`config.mk`:
```
export PLATFORM = sky130hd
export DESIGN_NAME = keyboard_voice_alloc
export DESIGN_NICKNAME = d
export VERILOG_FILES = /design/src/rtl/keyboard_voice_alloc.sv
export SDC_FILE = /design/constraint.sdc
export NUM_CORES = 1
export LEC_CHECK = 0
export ABC_AREA = 0
export ABC_CLOCK_PERIOD_IN_PS = 4600
export CORE_AREA = 5 5 199 201
export CTS_CLUSTER_DIAMETER = 100
export DETAILED_ROUTE_END_ITERATION = 12
export DIE_AREA = 0 0 204 206
export GPL_TIMING_DRIVEN = 0
export PLACE_DENSITY = 0.69
export SYNTH_ARGS = -nofsm -noshare
export SYNTH_HDL_FRONTEND = slang
export SYNTH_SLANG_ARGS = --single-unit
```
`constraint.sdc`:
```
create_clock -name clk -period 4.6 [get_ports clk]
set_clock_uncertainty 0.1 [all_clocks]
set_input_delay 0.46 -clock clk [delete_from_list [all_inputs] [get_ports clk]]
set_output_delay 0.46 -clock clk [all_outputs]
set_load 0.005 [all_outputs]
```
`src/rtl/keyboard_voice_alloc.sv`:
```
// Purpose : maps PS/2 set-2 make/break events onto an 8-voice note table (freq + volume, Q12.20).
// Latency : 1 cycle; the edge that samples an event also updates the registered outputs.
// Backpressure: none; one event per clock, a press with no free voice is dropped
//               (or steals the oldest voice when KEYBOARD_VOICE_STEAL_EN is defined).
module keyboard_voice_alloc #(
  parameter int          VOICES    = 8,
  parameter logic [31:0] BASE_FREQ = 32'd115343360,
  parameter logic [31:0] FULL_VOL  = 32'd1048576
) (
  input  logic                  clk,
  input  logic                  reset_n,
  input  logic                  pressed,
  input  logic [7:0]            code,
  output logic [VOICES*32-1:0]  frequencies,
  output logic [VOICES*32-1:0]  voice_volumes
);

  localparam int IDX_W = (VOICES > 1) ? $clog2(VOICES) : 1;

  // Just-intonation ratios folded to constants at elaboration time.
  localparam logic [31:0] F_1_1   = 32'((64'(BASE_FREQ) * 64'd1)  / 64'd1);
  localparam logic [31:0] F_16_15 = 32'((64'(BASE_FREQ) * 64'd16) / 64'd15);
  localparam logic [31:0] F_9_8   = 32'((64'(BASE_FREQ) * 64'd9)  / 64'd8);
  localparam logic [31:0] F_6_5   = 32'((64'(BASE_FREQ) * 64'd6)  / 64'd5);
  localparam logic [31:0] F_5_4   = 32'((64'(BASE_FREQ) * 64'd5)  / 64'd4);
  localparam logic [31:0] F_4_3   = 32'((64'(BASE_FREQ) * 64'd4)  / 64'd3);
  localparam logic [31:0] F_45_32 = 32'((64'(BASE_FREQ) * 64'd45) / 64'd32);
  localparam logic [31:0] F_3_2   = 32'((64'(BASE_FREQ) * 64'd3)  / 64'd2);
  localparam logic [31:0] F_8_5   = 32'((64'(BASE_FREQ) * 64'd8)  / 64'd5);
  localparam logic [31:0] F_5_3   = 32'((64'(BASE_FREQ) * 64'd5)  / 64'd3);
  localparam logic [31:0] F_9_5   = 32'((64'(BASE_FREQ) * 64'd9)  / 64'd5);
  localparam logic [31:0] F_15_8  = 32'((64'(BASE_FREQ) * 64'd15) / 64'd8);
  localparam logic [31:0] F_2_1   = 32'((64'(BASE_FREQ) * 64'd2)  / 64'd1);

  logic              r_busy [VOICES];
  logic [7:0]        r_code [VOICES];
  logic [31:0]       r_freq [VOICES];
  logic [31:0]       r_vol  [VOICES];

  logic              w_mapped;
  logic [31:0]       w_key_freq;
  logic              w_hit;
  logic              w_free_vld;
  logic [IDX_W-1:0]  w_free_idx;
  logic              w_alloc_vld;
  logic [IDX_W-1:0]  w_alloc_idx;

  // Key ROM: scan code to note frequency; unmapped codes are flagged and ignored.
  always_comb begin
    w_mapped   = 1'b1;
    w_key_freq = 32'd0;
    case (code)
      8'h15:   w_key_freq = F_1_1;
      8'h16:   w_key_freq = F_16_15;
      8'h1D:   w_key_freq = F_9_8;
      8'h1E:   w_key_freq = F_6_5;
      8'h24:   w_key_freq = F_5_4;
      8'h2D:   w_key_freq = F_4_3;
      8'h26:   w_key_freq = F_45_32;
      8'h2C:   w_key_freq = F_3_2;
      8'h25:   w_key_freq = F_8_5;
      8'h35:   w_key_freq = F_5_3;
      8'h2E:   w_key_freq = F_9_5;
      8'h3C:   w_key_freq = F_15_8;
      8'h43:   w_key_freq = F_2_1;
      default: w_mapped   = 1'b0;
    endcase
  end

  // Already-held detection and lowest-index free voice search.
  always_comb begin
    w_hit      = 1'b0;
    w_free_vld = 1'b0;
    w_free_idx = '0;
    for (int i = VOICES - 1; i >= 0; i--) begin
      if (r_busy[i] && (r_code[i] == code)) w_hit = 1'b1;
      if (!r_busy[i]) begin
        w_free_vld = 1'b1;
        w_free_idx = IDX_W'(i);
      end
    end
  end

`ifdef KEYBOARD_VOICE_STEAL_EN
  localparam logic [IDX_W-1:0] AGE_MAX = IDX_W'(VOICES - 1);

  logic [IDX_W-1:0]  r_age [VOICES];
  logic [IDX_W-1:0]  w_old_idx;
  logic [IDX_W-1:0]  w_old_age;

  // Oldest voice: strictly-greater scan keeps the lowest index on ties.
  always_comb begin
    w_old_idx = '0;
    w_old_age = r_age[0];
    for (int i = 1; i < VOICES; i++) begin
      if (r_age[i] > w_old_age) begin
        w_old_age = r_age[i];
        w_old_idx = IDX_W'(i);
      end
    end
    w_alloc_vld = 1'b1;
    w_alloc_idx = w_free_vld ? w_free_idx : w_old_idx;
  end

  // Age counters: the allocated voice restarts at 0, all others age (saturating).
  always_ff @(posedge clk) begin
    if (!reset_n) begin
      for (int i = 0; i < VOICES; i++) r_age[i] <= '0;
    end else if (w_mapped && pressed && !w_hit) begin
      for (int i = 0; i < VOICES; i++) begin
        if (IDX_W'(i) == w_alloc_idx) r_age[i] <= '0;
        else if (r_age[i] != AGE_MAX) r_age[i] <= r_age[i] + 1'b1;
      end
    end
  end
`else
  // Without stealing, a press only lands when some voice is free.
  always_comb begin
    w_alloc_vld = w_free_vld;
    w_alloc_idx = w_free_idx;
  end
`endif

  // Voice table update: allocate on new press, free every matching voice on release.
  always_ff @(posedge clk) begin
    if (!reset_n) begin
      for (int i = 0; i < VOICES; i++) begin
        r_busy[i] <= 1'b0;
        r_code[i] <= 8'd0;
        r_freq[i] <= 32'd0;
        r_vol[i]  <= 32'd0;
      end
    end else if (w_mapped) begin
      if (pressed) begin
        if (!w_hit && w_alloc_vld) begin
          r_busy[w_alloc_idx] <= 1'b1;
          r_code[w_alloc_idx] <= code;
          r_freq[w_alloc_idx] <= w_key_freq;
          r_vol[w_alloc_idx]  <= FULL_VOL;
        end
      end else begin
        for (int i = 0; i < VOICES; i++) begin
          if (r_busy[i] && (r_code[i] == code)) begin
            r_busy[i] <= 1'b0;
            r_vol[i]  <= 32'd0;
          end
        end
      end
    end
  end

  for (genvar g = 0; g < VOICES; g++) begin : g_out
    assign frequencies[g*32 +: 32]   = r_freq[g];
    assign voice_volumes[g*32 +: 32] = r_vol[g];
  end

endmodule

```
# Word level (Yosys, flattened, before mapping)
# Memories as Yosys holds them, arrays and structs flattened.
# Index checks and enable logic that the tools add are counted.
# totals
memories	4
mem_bits_rw	304
regBits	0
output_inout_bits	512
input_bits	11
elab_cells	155
# memory_table
name	words	width	read_ports	rd_ports_with_merged_regs	wr	line_no	source
r_freq	8	28	8	0	8	37	logic [31:0] r_freq [VOICES];
r_code	8	8	8	0	8	36	logic [7:0] r_code [VOICES];
r_busy	8	1	8	0	8	35	logic r_busy [VOICES];
r_vol	8	1	8	0	8	38	logic [31:0] r_vol [VOICES];
# classes
eq_ne	21
mux	99
bitwise	16
n_reduce_logical	15
# op_table
operator	n
28-bit one-hot mux with 13 select lines	1
1-bit 2-to-1 mux	84
8-bit by 6-bit == test with 1-bit output (second input constant)	8
8-bit == test	8
3-bit 2-to-1 mux	12
8-bit by 5-bit == test with 1-bit output (second input constant)	4
28-bit 2-to-1 mux	1
28-bit OR reduction	1
1-bit bitwise OR	16
13-bit OR reduction	1
1-bit logical AND	9
8-bit by 7-bit == test with 1-bit output (second input constant)	1
8-bit 2-to-1 mux	1
8-bit OR reduction	1
1-bit OR reduction	2
1-bit logical NOT	1

# Longest topological paths before layout
# An unclocked memory read counts as a cell.
# depth
word_depth	20
ltp_mapped	10
ltp_nobuf	6

# Worst setup path after synthesis
# No wires, ideal clock.
# synth_path
path_kind	input -> register
startpoint	input code[4]
endpoint	memory r_code[5][0], enable pin
arrival_ns	3.566
t_required_ns	4.068
stages	7
slack_ns	0.503
setup_time_ns	0.432
path_cell_list	buf_2 or4b_4 nor4_4 a221oi_2 a31oi_4 nand2_1 o21ai_0
# synth_rtl
item	line_no	source
start, declared	13	input logic [7:0] code,
end, declared	36	

==> run_results.csv <==
group,metric,value,unit
worst_setup_path,reg2reg_depth,8,
power,seq_power_share,47.5,%
detailed_routing,dr.pass1.iters,5,
floorplan,row_count,71,
power,power_density,253,nW/um^2
timing,slew_headroom,22.1,%
cells_and_area,multi_input_area,4000,um^2
cells_and_area,area_delta_synth_final,40.9,%
detailed_routing,first_iter_violations,573,
detailed_routing,wl_per_cell,17.1,um
logic_synthesis,ys_async_sr_fraction,0,%
worst_setup_path,r2r-end,"r_code[3][1]",
worst_setup_path,arrival,3910,ps
timing,rsz0062_at_grt,"no",
logic_synthesis,synth_flop_cell,"edfxtp_1",
job,cap_violations,0,
detailed_routing,routed_wl,37700,um
logic_synthesis,synthCells,1135,
place,dp_hpwl,29900,um
place,pre_cts_ws,302,ps
outcome,status,"finished, final reports clean",
cells_and_area,nFillCells,3484,
power,swShare,26.2,%
cells_and_area,layout.nets,1695,
cts,cts_tree,"built",
logic_synthesis,postSynthAreaPerCell,10.4,um^2
logic_synthesis,synthTopCellsByArea,"edfxtp_1 45%, buf_4 26%, nor3_1 4.3%, xnor2_1 3.1%, dfxtp_1 2.7%",
cts,worstSkewPairLatency,440,ps
timing,period_share,84.2,%
floorplan,core,37400,um^2
place,place_inst,2175,
cts,cts.clk_slew.worst_paths,70,ps
floorplan,die_w,204,um
worst_setup_path,endpoint_kind,"register",
global_routing,gr-usage-all-layers,16.7,%
worst_setup_path,r2r_setup_slack,1110,ps
worst_setup_path,cp-start-kind,"input port",
worst_setup_path,max_stage_delay,630,ps
worst_setup_path,path_max_fanout,12,
min_path,hp-class,"reg -> reg",
cts,cts-buffers-inserted,17,
global_routing,grt_pass1_vias,9022,
power,pwr-share-comb,17.7,%
detailed_routing,drc,0,
cts,cts_root_buffer,"clkbuf_16",
floorplan,dieHeight,206,um
detailed_routing,ant_nets,0,
global_routing,grt_pass1_wl,53800,um
logic_synthesis,synth_top_area_share,44.6,%
cts,clkSinkCount,192,
logic_synthesis,ys_seq_area_share,47.3,%
timing,holdWs,415,ps
worst_setup_path,crit_family,"buffers and inverters",
cts,holdBufCountCts,0,
timing,clock.fmax,258,MHz
cells_and_area,fin_cells,2207,
global_routing,overflow,0,
power,internal-power,3.12,mW
timing,hold_viol_final,0,
power,p_leak,6.98,nW
worst_setup_path,crit_type,"in -> reg",
worst_setup_path,reg2reg_from,"r_busy[1]",
worst_setup_path,cp_slowest_cell,"o21ai_2",
power,pwr-share-clk,34.8,%
timing,fin_crit,3870,ps
cts,cts.repair.resized,0,
power,ir_drop,0.000265,V
cells_and_area,diodes,0,
worst_setup_path,path_depth,10,
detailed_routing,viasPerCell,4.20,
worst_setup_path,path_cells,"clkdlybuf4s50_1, buf_4, clkbuf_1, o211a_1, a221oi_2, a31oi_4, nand2_1, buf_2, o21ai_2, buf_16",
timing,max_slew.worst_pin.slew,1160,ps
place,portBuffers,236,
cells_and_area,seqCellArea,5610,um^2
detailed_routing,vias,9276,
timing,setup-violations-final,0,
power,net-switching-power,1.11,mW
logic_synthesis,ys_top_cells_by_count,"408 x buf_4, 176 x edfxtp_1, 101 x nor3_1",
logic_synthesis,synth_cell_types,60,
cts,cts_buffer_depth,2,
floorplan,dieArea,42000,um^2
floorplan,num_io_pins,523,
cts,htree_levels,4,
logic_synthesis,synth_edf_count,176,
timing,slew_violations,0,
worst_setup_path,endpoint,"r_code[4][4]",
logic_synthesis,syn_area,11800,um^2
worst_setup_path,critPathBufInv,5,
cells_and_area,fin_util,44.6,%
logic_synthesis,yosysTopAreaCell,"edfxtp_1",
global_routing,grt_max_degree,23,
cells_and_area,drive_gt1_share,29.2,%
timing,timing.final.ws_setup,728,ps
logic_synthesis,ys.warnings.count,0,
logic_synthesis,post-synth-top-count-cell,"buf_4",
place,gp_congestion,0.889,
global_routing,antenna_found_initial,0,
logic_synthesis,synth-seq-cells,192,
floorplan,start_util,31.7,%
cts,post_cts_buffers,0,
worst_setup_path,setup.worst_path.start,"code[2]",
power,finalPower,4.23,mW
worst_setup_path,critical_path_required,4640,ps
==> cell usage in the layout (no fill, tap or decap), types with 9 or more instances in the layout <==
cell | netlist | routed
dfxtp_1 | 16 | 16
xor2_1 | 23 | 23
conb_1 | 1 | 288
nor3_1 | 101 | 101
xnor2_1 | 42 | 42
o21ai_1 | 16 | 10
o21ai_0 | 10 | 9
nor2_1 | 42 | 42
clkbuf_16 | 0 | 17
nor4_1 | 37 | 37
clkbuf_1 | 36 | 36
edfxtp_1 | 176 | 176
nand3_1 | 36 | 36
clkdlybuf4s50_1 | 0 | 236
buf_2 | 22 | 22
inv_1 | 9 | 9
buf_4 | 408 | 408
nand2_1 | 44 | 44
nand4_1 | 12 | 12
==> flip-flops by register name, indices dropped and copies added, names as in the netlist <==
signal,count
r_busy,8
r_freq,112
r_code,64
r_vol,8
==> final cells by class <==
| class | instances | area share, % |
|---|---|---|
| Inverter | 9 | 0.202 |
| Buffer | 470 | 19.9 |
| Sequential cell | 192 | 33.6 |
| Clock inverter | 14 | 0.982 |
| Multi-Input combinational cell | 751 | 24.0 |
| Tap cell | 511 | 3.83 |
| Clock buffer | 17 | 2.55 |
| Timing Repair Buffer | 243 | 15.0 |
==> metal layers <==
metal | vias to the layer above | GRT usage [%] | share of wire (%)
met3 | 70 | 3.23 | 8.6
met5 | - | 0 | 0
met4 | 0 | 6.72 | 3.3
li1 | 4375 | - | -
met1 | 4251 | 18.9 | 36
met2 | 580 | 31.0 | 52
==> worst min-delay path: stages (launching register included) <==
cell     delay [ps]
dfxtp_1         340
nand2_1          60
o21ai_0          60
==> worst min-delay path by stage <==
stage,start,end,slack (ps),cells past startpoint
floorplan,r_vol[2],r_vol[2],350,2
global route,r_busy[3],r_busy[3],430,2
detailed placement,r_busy[3],r_busy[3],400,2
global placement,r_vol[0],r_vol[0],380,2
CTS,r_busy[3],r_busy[3],410,2
finish,r_busy[3],r_busy[3],420,2
==> per-stage QoR <==
step | setup TNS [ps] | cell area, um^2
2_1_floorplan | 0 | 12900
3_3_place_gp | -105210 | 15900
3_5_place_dp | 0 | 16100
4_1_cts | 0 | 16700
5_1_grt | 0 | 16700
6_report | 0 | 16700
==> power by group through the flow <==
stage               combinational, mW  sequential [mW]  clock [mW]
floorplan                       0.444             2.05           0
global placement                0.708             2.05           0
detailed placement              0.728             2.05           0
CTS                             0.730             2.01        1.48
global route                    0.808             2.02        1.56
finish                          0.749             2.01        1.47
==> kinds of logic (layout without fill, tap and decap cells) <==
kind of cell | after synthesis | count (layout) | share of synthesized area (%)
AOI/OAI and AO/OA | 73 | 73 | 4.38
xor gates and xnor gates | 65 | 65 | 4.81
buffers and inverters | 479 | 753 | 28.4
DFF | 192 | 192 | 47.3
other | 1 | 288 | 0.0317
and+or+nand+nor | 325 | 325 | 15.1
Power figures use the tool's default switching activity.
